File: config.mk
export PLATFORM = sky130hd
export DESIGN_NAME = store_buffer
export DESIGN_NICKNAME = d
export VERILOG_FILES = /design/src/rtl/store_buffer.sv
export SDC_FILE = /design/constraint.sdc
export NUM_CORES = 1
export LEC_CHECK = 0
export CORE_ASPECT_RATIO = 1.75
export CORE_UTILIZATION = 52
export DETAILED_ROUTE_END_ITERATION = 10
export PLACE_DENSITY = 0.87
export RECOVER_POWER = 50
export SLEW_MARGIN = 40
export SYNTH_ARGS = -nofsm -noshare
export SYNTH_HDL_FRONTEND = slang
export SYNTH_SLANG_ARGS = --single-unit
export TNS_END_PERCENT = 20
File: constraint.sdc
create_clock -name clk -period 8.1 [get_ports clk]
set_input_delay 1.62 -clock clk [delete_from_list [all_inputs] [get_ports clk]]
set_output_delay 1.62 -clock clk [all_outputs]
set_load 0.005 [all_outputs]
File: src/rtl/store_buffer.sv
// Store buffer: derives byte enables for lane-aligned stores and queues them for the data-memory write port.
// Optional load-hazard detection is enabled by defining STORE_BUF_LD_CHECK_EN.
module store_buffer #(
    parameter int DEPTH = 4,
    parameter int CNT_W = 3
) (
    input  logic             clk,
    input  logic             rst,
    input  logic             in_valid,
    output logic             in_ready,
    input  logic [31:0]      in_addr,
    input  logic [2:0]       in_store_sel,
    input  logic [31:0]      in_data,
    output logic             mem_req,
    input  logic             mem_ack,
    output logic [31:0]      mem_addr,
    output logic [31:0]      mem_wdata,
    output logic [3:0]       mem_be,
    output logic [CNT_W-1:0] count,
    output logic             empty,
    output logic             full,
    input  logic [31:0]      ld_addr,
    output logic             ld_conflict
);

    localparam int PTR_W = (DEPTH > 1) ? $clog2(DEPTH) : 1;

    // swl/swr enables are contiguous runs anchored at the top or bottom lane.
    function automatic logic [3:0] calc_be(input logic [2:0] sel, input logic [1:0] lo);
        logic [3:0] be;
        case (sel)
            3'd0:    be = 4'b0001 << lo;
            3'd1:    be = lo[1] ? 4'b1100 : 4'b0011;
            3'd2:    be = 4'b1111;
            3'd3:    be = 4'b1111 >> lo;
            3'd4:    be = 4'b1111 << (2'd3 - lo);
            default: be = 4'b1111;
        endcase
        return be;
    endfunction

    logic [29:0]      addr_mem_r [DEPTH];
    logic [31:0]      data_mem_r [DEPTH];
    logic [3:0]       be_mem_r   [DEPTH];
    logic [PTR_W-1:0] wr_ptr_r;
    logic [PTR_W-1:0] rd_ptr_r;
    logic [CNT_W-1:0] count_r;
    logic             empty_s;
    logic             full_s;
    logic             enq_s;
    logic             deq_s;
    logic             conflict_s;
    logic             unused_s;

    assign empty_s = (count_r == {CNT_W{1'b0}});
    assign full_s  = (count_r == CNT_W'(DEPTH));
    assign enq_s   = in_valid && !full_s;
    assign deq_s   = !empty_s && mem_ack;

    // Pointer and occupancy state; pointers wrap naturally at the power-of-two depth.
    always_ff @(posedge clk) begin
        if (rst) begin
            wr_ptr_r <= {PTR_W{1'b0}};
            rd_ptr_r <= {PTR_W{1'b0}};
            count_r  <= {CNT_W{1'b0}};
        end else begin
            wr_ptr_r <= wr_ptr_r + PTR_W'(enq_s);
            rd_ptr_r <= rd_ptr_r + PTR_W'(deq_s);
            count_r  <= count_r + CNT_W'(enq_s) - CNT_W'(deq_s);
        end
    end

    // Entry storage; contents need no reset because validity comes from the pointers.
    always_ff @(posedge clk) begin
        if (enq_s) begin
            addr_mem_r[wr_ptr_r] <= in_addr[31:2];
            data_mem_r[wr_ptr_r] <= in_data;
            be_mem_r[wr_ptr_r]   <= calc_be(in_store_sel, in_addr[1:0]);
        end
    end

`ifdef STORE_BUF_LD_CHECK_EN
    logic [PTR_W-1:0] scan_idx_s;

    // Compare the load word against every occupied slot, head included.
    always_comb begin
        conflict_s = 1'b0;
        scan_idx_s = rd_ptr_r;
        for (int i = 0; i < DEPTH; i++) begin
            scan_idx_s = rd_ptr_r + PTR_W'(i);
            if ((CNT_W'(i) < count_r) && (addr_mem_r[scan_idx_s] == ld_addr[31:2])) begin
                conflict_s = 1'b1;
            end else begin
                conflict_s = conflict_s;
            end
        end
    end
    assign unused_s = ^ld_addr[1:0];
`else
    assign conflict_s = 1'b0;
    assign unused_s   = ^ld_addr;
`endif

    assign in_ready    = !full_s;
    assign mem_req     = !empty_s;
    assign mem_addr    = {addr_mem_r[rd_ptr_r], 2'b00};
    assign mem_wdata   = data_mem_r[rd_ptr_r];
    assign mem_be      = be_mem_r[rd_ptr_r];
    assign count       = count_r;
    assign empty       = empty_s;
    assign full        = full_s;
    assign ld_conflict = conflict_s;

endmodule

# Word level (Yosys, flattened, before mapping)

Memory sizes are Yosys's and may differ from the RTL's. A register that Yosys moved wholly into a read port is not among the register bits.
Index checks and enable logic that the tools add are counted.

Bits in registers: 7
Bits in writable memories: 264
Input port bits: 103
Output and inout port bits: 76
Memories: 3

Memories:

| memory     | depth | width | read ports | clocked after Yosys merged registers in | write ports | RTL line | source |
|---|---|---|---|---|---|---|---|
| data_mem_r | 4     | 32    | 1          | 1                                       | 1           | 43       | `logic [31:0] data_mem_r [DEPTH];` |
| addr_mem_r | 4     | 30    | 1          | 1                                       | 1           | 42       | `logic [29:0] addr_mem_r [DEPTH];` |
| be_mem_r   | 4     | 4     | 1          | 1                                       | 1           | 44       | `logic [3:0] be_mem_r [DEPTH];` |

Add/subtract/negate cells: 5
Equality and inequality tests: 4
Shift operators: 3
Mux-type cells: 8
Reduce and logical (&&, ||, !) cells: 6

Operators by type and width:

| operator                                                           | count |
|---|---|
| 4-bit case mux with 4 select lines                                 | 1 |
| 4-bit 2-to-1 mux                                                   | 2 |
| 3-bit == test, second input constant                               | 2 |
| 3-bit logical NOT                                                  | 2 |
| 2-bit 2-to-1 mux                                                   | 3 |
| 2-bit by 1-bit adder with 2-bit output                             | 2 |
| 1-bit by 2-bit << shifter with 4-bit output, first input constant  | 1 |
| 4-bit by 2-bit << shifter with 4-bit output, first input constant  | 1 |
| 4-bit by 2-bit right shift with 4-bit output, first input constant | 1 |
| 3-bit by 1-bit adder with 3-bit output                             | 1 |
| 3-bit by 1-bit == test with 1-bit output, second input constant    | 1 |
| 3-bit by 2-bit == test with 1-bit output, second input constant    | 1 |
| 3-bit by 1-bit subtractor with 3-bit output                        | 1 |
| 1-bit logical AND                                                  | 2 |
| 1-bit logical NOT                                                  | 2 |
| 1-bit 2-to-1 mux                                                   | 2 |
| 2-bit subtractor, first input constant                             | 1 |

# Longest topological paths before layout

Depth after elaboration: 5
Depth in mapped cells: 9
Depth with buffers taken out: 9

# Worst setup path after synthesis

No wires, ideal clock.

Path kind: input port to flip-flop
Start point: input in_valid
End point: memory addr_mem_r[1][0], enable pin
Setup time: 0.585 ns
Data arrival time: 6.517 ns
Setup slack: 0.998 ns
Stages: 2
Path through: nand2_2 -> nor3b_1

Longest elaborated chain between the ends: 3

Ends and longest elaborated chain:

| item                                   | RTL line | source |
|---|---|---|
| start: declaration                     | 9        | `input logic in_valid,` |
| 1-bit logical AND                      | 57       | `assign enq_s = in_valid && !full_s;` |
| 1-bit 2-to-1 mux                       | 75       | `if (enq_s) begin` |
| 1-bit 2-to-1 mux (not written as such) | 76       | `addr_mem_r[wr_ptr_r] <= in_addr[31:2];` |
| end: declaration                       | 42       |  |

Every way passes these cells.

==> results.md <==
* Net switching power at 0.8832 mW
* Routed WL at 18,320 um
* Seq pwr share at 0.479
* RSZ-0062 raised after global routing: no
* Achievable Freq at 0.2190 GHz
* P_int at 2.835 mW
* Post-Synthesis Cells at 406
* Most used DFF post-synth: edfxtp_1
* Mapped Area at 10,050 um2
* Count of cell types in the netlist at 36
* Port Buf Inserts at 143
* Area post-placement at between 10,000 and 15,000 um2
* Core ar. at roughly 19,000 um2
* Startpoint types: flip-flop
* Met3 Track Usage GR at 0.02976
* Power Total at around 3.7 mW
* Comb power frac at 0.253
* Total Nets Final at about 670
* Register area at a little over 8000 um2
* Worst-path fanout max at 29
* Syn Area/Cell at 24.75 um2
* Outcome: finished, violations left
* Total track usage at 0.1876
* Busiest grt layer: met2
* Total grt overflow at 0
* First-pass GRT wire length at 27,550 um
* Tcrit/Tclk final at 0.5638
* Die height at 185.9 um
* Grt met1 use at 0.2176
* Via count at 4,599
* PD cells at 299.1 nW/um2
* H-tree levels at 1
* Rel. slew slack at -0.03355
* Biggest area consumer among synthesized cells: edfxtp_1
* Largest net degree at the start of global routing at 43
* Worst Skew at between 0.007 and 0.008 ns
* Top post-synthesis cells by area: edfxtp_1, mux4_2, dfxtp_1
* Die ar. at 19,910 um2
* Count of pins over their slew limit at 50
* Post-CTS Resized at 0
* Ports at 179
* FF+latch count, synth at 271
* TritonCTS Buffers at 23
* Crit path time final at 4.567 ns
* Post-CTS Setup Bufs at 0
* DRC viols at 0
* Clock share of power at 0.268
* Final core occ at 0.6631
* Post-route antenna net violation count at 0
* Crit Path Category: flip-flop to primary output
* Design Area, Final at roughly 12,000 um2
* Static Leak at 3.931 nW
* Hold_ws at approximately 0.61 ns
* Post-DP HPWL at around 12,000 um
* Switching part of the total at 0.2375
* Final hold viol count at 0
* Post-synth ARST share at 0
* Sequential area share after synthesis at 0.8028
* First DRT Iteration DRCs at 204
* Clock Sinks at ~270
* Slew @ Worst Pin at 1.550 ns
* Endpoint class of the critical path: primary output
* Clk_lat worst skew at approximately 0.5 ns
* Via density at 5.588
* Arrival time worst endpoint at between 2 and 3 ns
* Initial antenna violation count at 2
* Share of cells above drive strength 1 at 0.1856
* CP required at 6.48 ns
* Drt pass-1 iters at 4
* Area growth, synth to finish at 23.68%
* Number of global-route vias before repair at approximately 5,000
* Worst VDD drop at 0.2263 mV
* Synth top area share at 0.7888
* # hold bufs at CTS at 0
* Maxcap violations at 2
* RePlAce Congestion at 0.7320
* Initial Util at 0.5361
* Multi-input logic area at 1823 um2
* Failing checks: capacitance limit, slew limit
* Final setup violation count at 0
* Synth warn at 0
* Final setup TNS at 0 ns
* Root Driver: clkbuf_16
* Core Rows at 66
* Routed WL per cell at 22.26 um
* Chip width at 107.1 um
* Fillers at 1,197
* Hold path depth at 2
* CTS max path bufs at 3
* Met2 usage at 0.3455
* Reg clk slew, reported paths at 0.06 ns
* R2R depth at 4
* HP Class: flip-flop to flip-flop
* EDFF count, synth at around 260
* CTS tree: yes
==> layer usage <==
| metal | up-vias | routed length, um | part of all wire |
|---|---|---|---|
| met2 | 132 | 10480 | 0.57 |
| met5 | - | 0 | 0 |
| li1 | 2043 | - | - |
| met1 | 2388 | 6515 | 0.36 |
| met3 | 36 | 818 | 0.045 |
| met4 | 0 | 513 | 0.028 |
==> logic make-up after synthesis <==
kind of cell	synth area share
flops	0.8028
mux	0.1479
simple gates	0.01419
buf+inv	0.01731
compound gates	0.007720
xor+xnor	0.005229
fa+ha+maj	0.004482
other cells	0.0003731
==> through the flow <==
step	setup slack, ns	instances
global route	3.312	820
floorplan	0.9979	408
detailed placement	3.765	779
finish	3.533	823
global placement	3.828	777
CTS	3.239	819
==> sequential cells by signal (all words and copies together), names as in the netlist <==
signal,cells
addr_mem_r,120
be_mem_r,16
count,3
data_mem_r,128
rd_ptr_r,2
wr_ptr_r,2
==> path summary, 6_finish.rpt <==
check | endpoint | startpoint | slack [ns]
hold / removal | count[2] | count[2] | 0.61
setup reg to reg | data_mem_r[2][17] | count[1] | 5.47
setup / recovery | mem_wdata[25] | rd_ptr_r[0] | 3.53
hold reg to reg | count[2] | count[2] | 0.61
==> cells in the final DEF, fill, tap and decap left out, types with 5 or more instances in the layout <==
cell / instances
buf_4: 5
clkinv_1: 7
mux4_2: 66
clkbuf_1: 6
clkdlybuf4s50_1: 78
dlygate4sd3_1: 65
nor2_1: 6
dfxtp_1: 5
edfxtp_1: 264
clkbuf_16: 23
==> synthesized netlist by cell type, drive strengths merged (2+ instances only) <==
| cell type | count |
|---|---|
| and3 | 2 |
| buf | 18 |
| dfxtp | 7 |
| edfxtp | 264 |
| ha | 2 |
| inv | 4 |
| mux4 | 66 |
| nand2 | 2 |
| nand3 | 2 |
| nor2 | 6 |
| nor2b | 4 |
| nor3 | 2 |
| nor3b | 3 |
| o21ai | 2 |
| o31ai | 2 |
| xnor2 | 4 |
| xor2 | 2 |
==> critical path, stage by stage, from the launching register on <==
cell and delay, ns:
dfxtp_4 0.52, buf_12 0.29, buf_4 0.53, mux4_2 0.61
clkdlybuf4s50_1 0.47
==> cell type report <==
| cell class | count | area share |
|---|---|---|
| diodes | 3 | 0.0006040 |
| clock buffers | 27 | 0.04751 |
| clock inverters | 13 | 0.006745 |
| inverters | 4 | 0.001208 |
| multi-input cells | 114 | 0.1467 |
| flip-flops and latches | 271 | 0.6497 |
| well taps | 238 | 0.02396 |
| repair buffers | 153 | 0.1236 |
==> power groups by stage <==
stage | sequential [mW] | clock, mW | combinational, mW
floorplan | 1.78 | 0 | 0.525
global placement | 1.84 | 0 | 0.883
detailed placement | 1.85 | 0 | 0.923
CTS | 1.82 | 1.02 | 0.929
global route | 1.79 | 1.07 | 1.00
finish | 1.78 | 0.996 | 0.942
Power figures use the tool's default switching activity.
